## config.mk

```make
export PLATFORM = sky130hd
export DESIGN_NAME = execute_stage_param_flat
export DESIGN_NICKNAME = d
export VERILOG_FILES = /design/src/rtl/execute_stage_param_if.sv /design/src/rtl/execute_stage_param.sv /design/src/flat_wrapper.sv
export SDC_FILE = /design/constraint.sdc
export NUM_CORES = 1
export LEC_CHECK = 0
export ABC_AREA = 1
export BUFFER_PORTS_ARGS = -buffer_cell sky130_fd_sc_hd__buf_2
export CORE_MARGIN = 8
export CORE_UTILIZATION = 42
export CTS_CLUSTER_SIZE = 8
export DETAILED_ROUTE_END_ITERATION = 8
export GPL_ROUTABILITY_DRIVEN = 0
export GPL_TIMING_DRIVEN = 0
export HOLD_SLACK_MARGIN = 0.1
export SLEW_MARGIN = 20
export SYNTH_ARGS = -nofsm -noshare
export SYNTH_HDL_FRONTEND = slang
export SYNTH_SLANG_ARGS = --single-unit
```

## constraint.sdc

```tcl
create_clock -name clk -period 4.5 [get_ports clk]
set_clock_uncertainty 0.1 [all_clocks]
set_input_delay 0.45 -clock clk [delete_from_list [all_inputs] [get_ports clk]]
set_output_delay 0.45 -clock clk [all_outputs]
set_load 0.02 [all_outputs]
```

## src/rtl/execute_stage_param_if.sv

```systemverilog
// execute_stage_param_if: bundles the ID/EX input bus, the flush strobe and
// the registered EX/MEM output bus of the execute stage.
interface execute_stage_param_if #(
    parameter int DATA_W = 16,
    parameter int REG_AW = 3,
    parameter int SP_W   = 32
);
    logic              flush;
    logic              in_valid;
    logic              in_ready;
    logic [DATA_W-1:0] op_a;
    logic [DATA_W-1:0] op_b;
    logic [DATA_W-1:0] imm;
    logic              zero_a;
    logic              use_imm;
    logic [3:0]        alu_op;
    logic              flag_we;
    logic [REG_AW-1:0] rsrc_addr;
    logic [REG_AW-1:0] rdst_addr;
    logic [1:0]        mem_ctl;
    logic [1:0]        sp_op;
    logic              wb_en;
    logic              ldd;

    logic              out_valid;
    logic              out_ready;
    logic [DATA_W-1:0] out_result;
    logic [DATA_W-1:0] out_src_value;
    logic [SP_W-1:0]   out_sp_addr;
    logic [REG_AW-1:0] out_rsrc_addr;
    logic [REG_AW-1:0] out_rdst_addr;
    logic [1:0]        out_mem_ctl;
    logic [1:0]        out_sp_op;
    logic              out_wb_en;
    logic              out_ldd;
    logic [2:0]        flags;

    // Execute stage side: consumes the instruction, produces the result beat.
    modport slave (
        input  flush, in_valid, op_a, op_b, imm, zero_a, use_imm, alu_op,
               flag_we, rsrc_addr, rdst_addr, mem_ctl, sp_op, wb_en, ldd,
               out_ready,
        output in_ready, out_valid, out_result, out_src_value, out_sp_addr,
               out_rsrc_addr, out_rdst_addr, out_mem_ctl, out_sp_op,
               out_wb_en, out_ldd, flags
    );

    // Pipeline environment side: decode drives instructions, memory drains.
    modport master (
        output flush, in_valid, op_a, op_b, imm, zero_a, use_imm, alu_op,
               flag_we, rsrc_addr, rdst_addr, mem_ctl, sp_op, wb_en, ldd,
               out_ready,
        input  in_ready, out_valid, out_result, out_src_value, out_sp_addr,
               out_rsrc_addr, out_rdst_addr, out_mem_ctl, out_sp_op,
               out_wb_en, out_ldd, flags
    );
endinterface

```

## src/rtl/execute_stage_param.sv

```systemverilog
// execute_stage_param: registered execute stage. Computes the ALU result,
// commits Z/N/C flags and the stack pointer only on accepted, non-flushed
// instructions, and presents the result through a valid/ready register.
module execute_stage_param #(
    parameter int              DATA_W  = 16,
    parameter int              REG_AW  = 3,
    parameter int              SP_W    = 32,
    parameter logic [SP_W-1:0] SP_INIT = SP_W'(20'hFFFFF)
) (
    input logic                  clk,
    input logic                  rst_n,
    execute_stage_param_if.slave bus
);

    localparam int SHW = $clog2(DATA_W);
    localparam logic [DATA_W:0] ONE_W = {{DATA_W{1'b0}}, 1'b1};
    localparam logic [SP_W-1:0] ONE_SP = {{(SP_W-1){1'b0}}, 1'b1};

    typedef enum logic [3:0] {
        OP_PASS_A = 4'd0,
        OP_PASS_B = 4'd1,
        OP_ADD    = 4'd2,
        OP_SUB    = 4'd3,
        OP_AND    = 4'd4,
        OP_OR     = 4'd5,
        OP_NOT    = 4'd6,
        OP_INC    = 4'd7,
        OP_DEC    = 4'd8,
        OP_SHL    = 4'd9,
        OP_SHR    = 4'd10,
        OP_SETC   = 4'd11,
        OP_CLRC   = 4'd12
    } alu_op_e;

    typedef enum logic [1:0] {
        SP_NONE = 2'b00,
        SP_PUSH = 2'b01,
        SP_POP  = 2'b10
    } sp_op_e;

    logic              valid_q;
    logic [DATA_W-1:0] result_q;
    logic [DATA_W-1:0] src_q;
    logic [SP_W-1:0]   sp_addr_q;
    logic [REG_AW-1:0] rsrc_q;
    logic [REG_AW-1:0] rdst_q;
    logic [1:0]        mem_ctl_q;
    logic [1:0]        sp_op_q;
    logic              wb_en_q;
    logic              ldd_q;
    logic [2:0]        flags_q;
    logic [SP_W-1:0]   sp_q;

    logic [DATA_W-1:0] a_eff;
    logic [DATA_W-1:0] b_eff;
    logic [SHW-1:0]    shamt;
    logic [DATA_W:0]   wide;
    logic [DATA_W-1:0] alu_res;
    logic              alu_c;
    logic              alu_flag_op;
    logic [SP_W-1:0]   sp_next;
    logic [SP_W-1:0]   sp_addr_next;
    logic              ready_w;
    logic              accept;

    // The stage can take a new instruction whenever its output slot is free
    // or is being drained this cycle; never depends on in_valid.
    assign ready_w = !valid_q || bus.out_ready;
    assign accept  = bus.in_valid && ready_w && !bus.flush;

    // ALU: operand selection, result and carry; the extra top bit of 'wide'
    // holds carry/borrow or the last bit shifted out.
    always_comb begin
        a_eff       = bus.zero_a ? '0 : bus.op_a;
        b_eff       = bus.use_imm ? bus.imm : bus.op_b;
        shamt       = b_eff[SHW-1:0];
        wide        = '0;
        alu_res     = '0;
        alu_c       = flags_q[2];
        alu_flag_op = 1'b1;
        case (bus.alu_op)
            OP_PASS_A: alu_res = a_eff;
            OP_PASS_B: alu_res = b_eff;
            OP_ADD: begin
                wide    = {1'b0, a_eff} + {1'b0, b_eff};
                alu_res = wide[DATA_W-1:0];
                alu_c   = wide[DATA_W];
            end
            OP_SUB: begin
                wide    = {1'b0, a_eff} - {1'b0, b_eff};
                alu_res = wide[DATA_W-1:0];
                alu_c   = wide[DATA_W];
            end
            OP_AND:    alu_res = a_eff & b_eff;
            OP_OR:     alu_res = a_eff | b_eff;
            OP_NOT:    alu_res = ~a_eff;
            OP_INC: begin
                wide    = {1'b0, a_eff} + ONE_W;
                alu_res = wide[DATA_W-1:0];
                alu_c   = wide[DATA_W];
            end
            OP_DEC: begin
                wide    = {1'b0, a_eff} - ONE_W;
                alu_res = wide[DATA_W-1:0];
                alu_c   = wide[DATA_W];
            end
            OP_SHL: begin
                wide    = {1'b0, a_eff} << shamt;
                alu_res = wide[DATA_W-1:0];
                alu_c   = wide[DATA_W];
            end
            OP_SHR: begin
                wide    = {a_eff, 1'b0} >> shamt;
                alu_res = wide[DATA_W:1];
                alu_c   = wide[0];
            end
            OP_SETC: begin
                alu_res = a_eff;
                alu_c   = 1'b1;
            end
            OP_CLRC: begin
                alu_res = a_eff;
                alu_c   = 1'b0;
            end
            default: alu_flag_op = 1'b0;
        endcase
    end

    // Stack pointer arithmetic: push addresses the old top then decrements,
    // pop increments then addresses the new top; reserved code is a no-op.
    always_comb begin
        sp_next      = sp_q;
        sp_addr_next = sp_q;
        case (bus.sp_op)
            SP_PUSH: sp_next = sp_q - ONE_SP;
            SP_POP: begin
                sp_next      = sp_q + ONE_SP;
                sp_addr_next = sp_q + ONE_SP;
            end
            default: sp_next = sp_q;
        endcase
    end

    // Output register, flags and SP: reset beats flush beats accept/drain;
    // side effects only land on the accepting edge. The idle address
    // register starts at the stack top so it tracks the current SP.
    always_ff @(posedge clk) begin
        if (!rst_n) begin
            valid_q   <= 1'b0;
            result_q  <= '0;
            src_q     <= '0;
            sp_addr_q <= SP_INIT;
            rsrc_q    <= '0;
            rdst_q    <= '0;
            mem_ctl_q <= '0;
            sp_op_q   <= '0;
            wb_en_q   <= 1'b0;
            ldd_q     <= 1'b0;
            flags_q   <= '0;
            sp_q      <= SP_INIT;
        end else if (bus.flush) begin
            valid_q <= 1'b0;
        end else if (accept) begin
            valid_q   <= 1'b1;
            result_q  <= alu_res;
            src_q     <= bus.op_a;
            sp_addr_q <= sp_addr_next;
            rsrc_q    <= bus.rsrc_addr;
            rdst_q    <= bus.rdst_addr;
            mem_ctl_q <= bus.mem_ctl;
            sp_op_q   <= bus.sp_op;
            wb_en_q   <= bus.wb_en;
            ldd_q     <= bus.ldd;
            sp_q      <= sp_next;
            if (bus.flag_we && alu_flag_op) begin
                flags_q <= {alu_c, alu_res[DATA_W-1], alu_res == '0};
            end
        end else if (valid_q && bus.out_ready) begin
            valid_q <= 1'b0;
        end
    end

    assign bus.in_ready      = ready_w;
    assign bus.out_valid     = valid_q;
    assign bus.out_result    = result_q;
    assign bus.out_src_value = src_q;
    assign bus.out_sp_addr   = sp_addr_q;
    assign bus.out_rsrc_addr = rsrc_q;
    assign bus.out_rdst_addr = rdst_q;
    assign bus.out_mem_ctl   = mem_ctl_q;
    assign bus.out_sp_op     = sp_op_q;
    assign bus.out_wb_en     = wb_en_q;
    assign bus.out_ldd       = ldd_q;
    assign bus.flags         = flags_q;

endmodule

```

## src/flat_wrapper.sv

```systemverilog
// flat-port wrapper written by rule: the top's interface ports become plain ports
module execute_stage_param_flat 
#(
    parameter int              DATA_W  = 16,
    parameter int              REG_AW  = 3,
    parameter int              SP_W    = 32,
    parameter logic [SP_W-1:0] SP_INIT = SP_W'(20'hFFFFF)
)
  (clk, rst_n, bus_flush, bus_in_valid, bus_op_a, bus_op_b, bus_imm, bus_zero_a, bus_use_imm, bus_alu_op, bus_flag_we, bus_rsrc_addr, bus_rdst_addr, bus_mem_ctl, bus_sp_op, bus_wb_en, bus_ldd, bus_out_ready, bus_in_ready, bus_out_valid, bus_out_result, bus_out_src_value, bus_out_sp_addr, bus_out_rsrc_addr, bus_out_rdst_addr, bus_out_mem_ctl, bus_out_sp_op, bus_out_wb_en, bus_out_ldd, bus_flags);
  execute_stage_param_if #(.DATA_W(DATA_W), .REG_AW(REG_AW), .SP_W(SP_W)) bus_i ();
  input logic clk;
  input logic rst_n;
  input wire logic [$bits(bus_i.flush)-1:0] bus_flush;
  input wire logic [$bits(bus_i.in_valid)-1:0] bus_in_valid;
  input wire logic [$bits(bus_i.op_a)-1:0] bus_op_a;
  input wire logic [$bits(bus_i.op_b)-1:0] bus_op_b;
  input wire logic [$bits(bus_i.imm)-1:0] bus_imm;
  input wire logic [$bits(bus_i.zero_a)-1:0] bus_zero_a;
  input wire logic [$bits(bus_i.use_imm)-1:0] bus_use_imm;
  input wire logic [$bits(bus_i.alu_op)-1:0] bus_alu_op;
  input wire logic [$bits(bus_i.flag_we)-1:0] bus_flag_we;
  input wire logic [$bits(bus_i.rsrc_addr)-1:0] bus_rsrc_addr;
  input wire logic [$bits(bus_i.rdst_addr)-1:0] bus_rdst_addr;
  input wire logic [$bits(bus_i.mem_ctl)-1:0] bus_mem_ctl;
  input wire logic [$bits(bus_i.sp_op)-1:0] bus_sp_op;
  input wire logic [$bits(bus_i.wb_en)-1:0] bus_wb_en;
  input wire logic [$bits(bus_i.ldd)-1:0] bus_ldd;
  input wire logic [$bits(bus_i.out_ready)-1:0] bus_out_ready;
  output wire logic [$bits(bus_i.in_ready)-1:0] bus_in_ready;
  output wire logic [$bits(bus_i.out_valid)-1:0] bus_out_valid;
  output wire logic [$bits(bus_i.out_result)-1:0] bus_out_result;
  output wire logic [$bits(bus_i.out_src_value)-1:0] bus_out_src_value;
  output wire logic [$bits(bus_i.out_sp_addr)-1:0] bus_out_sp_addr;
  output wire logic [$bits(bus_i.out_rsrc_addr)-1:0] bus_out_rsrc_addr;
  output wire logic [$bits(bus_i.out_rdst_addr)-1:0] bus_out_rdst_addr;
  output wire logic [$bits(bus_i.out_mem_ctl)-1:0] bus_out_mem_ctl;
  output wire logic [$bits(bus_i.out_sp_op)-1:0] bus_out_sp_op;
  output wire logic [$bits(bus_i.out_wb_en)-1:0] bus_out_wb_en;
  output wire logic [$bits(bus_i.out_ldd)-1:0] bus_out_ldd;
  output wire logic [$bits(bus_i.flags)-1:0] bus_flags;
  assign bus_i.flush = bus_flush;
  assign bus_i.in_valid = bus_in_valid;
  assign bus_i.op_a = bus_op_a;
  assign bus_i.op_b = bus_op_b;
  assign bus_i.imm = bus_imm;
  assign bus_i.zero_a = bus_zero_a;
  assign bus_i.use_imm = bus_use_imm;
  assign bus_i.alu_op = bus_alu_op;
  assign bus_i.flag_we = bus_flag_we;
  assign bus_i.rsrc_addr = bus_rsrc_addr;
  assign bus_i.rdst_addr = bus_rdst_addr;
  assign bus_i.mem_ctl = bus_mem_ctl;
  assign bus_i.sp_op = bus_sp_op;
  assign bus_i.wb_en = bus_wb_en;
  assign bus_i.ldd = bus_ldd;
  assign bus_i.out_ready = bus_out_ready;
  assign bus_in_ready = bus_i.in_ready;
  assign bus_out_valid = bus_i.out_valid;
  assign bus_out_result = bus_i.out_result;
  assign bus_out_src_value = bus_i.out_src_value;
  assign bus_out_sp_addr = bus_i.out_sp_addr;
  assign bus_out_rsrc_addr = bus_i.out_rsrc_addr;
  assign bus_out_rdst_addr = bus_i.out_rdst_addr;
  assign bus_out_mem_ctl = bus_i.out_mem_ctl;
  assign bus_out_sp_op = bus_i.out_sp_op;
  assign bus_out_wb_en = bus_i.out_wb_en;
  assign bus_out_ldd = bus_i.out_ldd;
  assign bus_flags = bus_i.flags;
  execute_stage_param #(.DATA_W(DATA_W), .REG_AW(REG_AW), .SP_W(SP_W), .SP_INIT(SP_INIT)) u_core (.clk(clk), .rst_n(rst_n), .bus(bus_i));
endmodule
```

==> flow_metrics.tcl <==
set metrics [dict create \
    rows 60 \
    dieWidth_microns 180 \
    arrival_ps 4160 \
    io_buffers 152 \
    ctsResizeCount 0 \
    p_comb_share_pct 38.4 \
    power_leakage_nw 6.33 \
    final_nets 2252 \
    drc 0 \
    critical_path_class "in -> reg" \
    swShare_pct 43.3 \
    synth_top_family_by_area "simple AND/OR/NAND/NOR gates" \
    mostFrequentLayoutCells "nand2_1 (477), nor2_1 (256), nand3_1 (236)" \
    core_area_sq_mm 0.0266 \
    power_density_mw_per_mm2 250 \
    first_pass_iters 7 \
    drt_iter0_drc 1932 \
    gr-total-overflow 0 \
    grt_max_degree 25 \
    maxCapViolCount 0 \
    crit_required_ps 4710 \
    worstPathMaxFanout 11 \
    rsz0062_at_grt "false" \
    cts_buffers 9 \
    muxShareOfSynthArea_pct 0 \
    synth_area_per_cell_sq_um 5.74 \
    cp_top_family "simple AND/OR/NAND/NOR gates" \
    setup_tns_ps 0 \
    vias_per_cell 5.79 \
    synthDistinctLibCells 50 \
    critPathMaxStageDelay_ps 730 \
    antennaDiodeCount 0 \
    min_path_cells 2 \
    power_frac_seq_pct 34.2 \
    grt_antenna_before_repair 0 \
    slowest_stage "o21ai_0" \
    wl_per_cell_microns 20.0 \
    slew_violations 0 \
    ys_seq_area_share_pct 20.0 \
    startpoint_type "primary input" \
    grt_pass1_vias 13200 \
    min_to "u_core.bus.out_valid" \
    vias 14300 \
    die_area_sq_mm 0.0322 \
    layout-drive-gt1-share_pct 12.8 \
    syn_to_final_growth_pct 13.5 \
    cts_setup_buffers 0 \
    ys_warn_count 0 \
    setup_violations 0 \
    ant_nets 0 \
    synth-seq-cells 112 \
    path_cells "buf_2 -> buf_6 -> nand2_1 -> nand2_2 -> inv_2 -> buf_1 -> ha_1 -> nand2_1 -> o21ai_0 -> nand2_1 -> nand2_1 -> nand2_1 -> nand2_1 -> o21ai_0 -> nor2_1 -> nand3b_1 -> nor2_1 -> nand2_1 -> nor2_1 -> nand3_1 -> a21oi_1" \
    vdd_drop_max_mv 0.156 \
    worst_path_most_repeated_cell "nand2_1" \
    synth-main-ff-cell "dfxtp_1" \
    start_util_pct 42.3 \
    worst_slew_pin_slew_ps 930 \
    p_switching_mw 1.38 \
    cts_tree "built" \
    cts-hold-fix-buffers 0 \
    cts-root-buf "clkbuf_16" \
    crit_path_end_kind "flip-flop" \
    power_mw 3.19 \
    r2r_end "u_core.sp_q[19]" \
    fmax_mhz 253 \
    dp_hpwl_microns 39200 \
    period_share_pct 88.0 \
    io_pins 153 \
    rr_worst_depth 8 \
    die_h_microns 180 \
    cts_buffer_depth 2 \
    cts_htree_levels 3 \
    min_period_ps 3960 \
    r2r_start "u_core.bus.out_valid" \
    pwr-share-clk_pct 27.4 \
    hp-class "in -> reg" \
    clkSinkCount 112 \
    synth_nets 2089 \
    ys_async_sr_fraction_pct 0 \
    synthCells 1957 \
    ff2ff_setup_slack_ps 1600 \
    status "finished clean" \
    worstSkewPairLatency_ps 380 \
    netlist_area_sq_mm 0.0112 \
    path_buf_inv 4 \
    final_common_cell "nand2_1" \
    synth-xor-area-share_pct 1.17 \
    grtUsageTotal_pct 29.4 \
    min_from "bus_flush" \
    synth_enable_flop_cells 0 \
    hold_viol_final 0 \
    internal_power_mw 1.81 \
    path_clk_slew_ps 90 \
    finalWirelength_microns 49300 \
    relSlewSlack_pct 37.4 \
    yosys.area_share.adder_pct 6.75 \
    grt_pass1_wl_microns 75800 \
    synth_compound_area_share_pct 19.2 \
    synth-simple-area-share_pct 42.8 \
]
## registers in the layout, summed over array words and instances, names as in the netlist, 2 cells and up
name                      count
u_core.bus.out_rsrc_addr      3
u_core.bus.out_sp_op          2
u_core.bus.out_src_value     16
u_core.bus.out_sp_addr       32
u_core.bus.out_mem_ctl        2
u_core.bus.out_rdst_addr      3
u_core.bus.flags              3
u_core.bus.out_result        16
u_core.sp_q                  32
## worst max path at each step
stage | start | cells after the start | slack, ps | endpoint
after floorplan | bus_use_imm | 22 | 1590 | u_core.bus.flags[0]
after global placement | bus_use_imm | 21 | 320 | u_core.bus.flags[0]
after detailed placement | bus_use_imm | 21 | 270 | u_core.bus.flags[0]
after CTS | bus_use_imm | 21 | 670 | u_core.bus.flags[0]
after global routing | bus_use_imm | 21 | 330 | u_core.bus.flags[0]
final | bus_use_imm | 21 | 540 | u_core.bus.flags[0]
## cell type report
cell class	instances	area [sq um]
clock inverter	7	101
multi-input combinational	1565	7860
clock buffer	9	225
buffer	93	435
fill	2969	13800
sequential	112	2240
tap	341	427
inverter	187	704
timing repair buffer	152	761
## logic make-up (layout without fill, tap and decap cells)
| logic type | count (synthesis) | in the layout |
|---|---|---|
| adders and majority gates | 60 | 60 |
| buffers and inverters | 280 | 448 |
| AOI/OAI and AO/OA | 392 | 392 |
| DFF | 112 | 112 |
| and+or+nand+nor | 1098 | 1098 |
| xor gates and xnor gates | 15 | 15 |
## synthesized netlist by cell type (all sizes together) (4+ instances only)
| cell type | instances | area share (%) |
|---|---|---|
| buf | 35 | 1.9 |
| xor2 | 10 | 0.78 |
| xnor2 | 5 | 0.39 |
| o21a | 5 | 0.33 |
| nand4 | 35 | 2.1 |
| nor4 | 4 | 0.22 |
| dfxtp | 112 | 20 |
| or2 | 7 | 0.39 |
| a21o | 5 | 0.33 |
| o211ai | 32 | 2.1 |
| nor3 | 30 | 1.4 |
| a31oi | 12 | 0.67 |
| nor2 | 279 | 10 |
| nand2 | 496 | 17 |
| nand3 | 241 | 11 |
| o21ai | 183 | 8.2 |
| o22ai | 8 | 0.45 |
| a221oi | 4 | 0.31 |
| clkbuf | 58 | 2.0 |
| ha | 59 | 6.6 |
| o31ai | 4 | 0.27 |
| a21oi | 127 | 5.7 |
| inv | 185 | 6.2 |
## through the flow
stage	setup slack [ps]	utilization (%)	hold WS (ps)	cell area, sq um	cells
after floorplan	1590	-	404	11200	1957
after global placement	323	46.8	342	12400	2450
after detailed placement	275	46.8	354	12400	2450
after CTS	670	48.0	139	12800	2466
after global routing	333	48.0	139	12800	2466
final	542	48.0	149	12800	2466
## power by group through the flow
| stage | sequential, mW | clock (mW) | combinational (mW) |
|---|---|---|---|
| 2_1_floorplan | 1.16 | 0 | 0.736 |
| 3_3_place_gp | 1.11 | 0 | 1.18 |
| 3_5_place_dp | 1.11 | 0 | 1.19 |
| 4_1_cts | 1.09 | 0.882 | 1.19 |
| 5_1_grt | 1.10 | 0.925 | 1.34 |
| 6_report | 1.09 | 0.874 | 1.23 |
## per-layer routing
metal / track usage [%] / up-vias / routed length [microns]
li1: - / 6831 / -
met1: 35.5 / 6468 / 19400
met2: 48.5 / 792 / 22400
met3: 5.38 / 182 / 4540
met4: 17.1 / 0 / 2980
met5: 0 / - / 0
## worst reg2reg max path, cell delays in order, from the launching register on
cell	delay (ps)
dfxtp_1	310
inv_1	40
nor2_1	40
nor3_1	490
clkinv_1	370
nor2_1	280
clkbuf_1	500
clkbuf_1	470
o21ai_0	160
No activity file was read; power rests on OpenSTA's default activity.
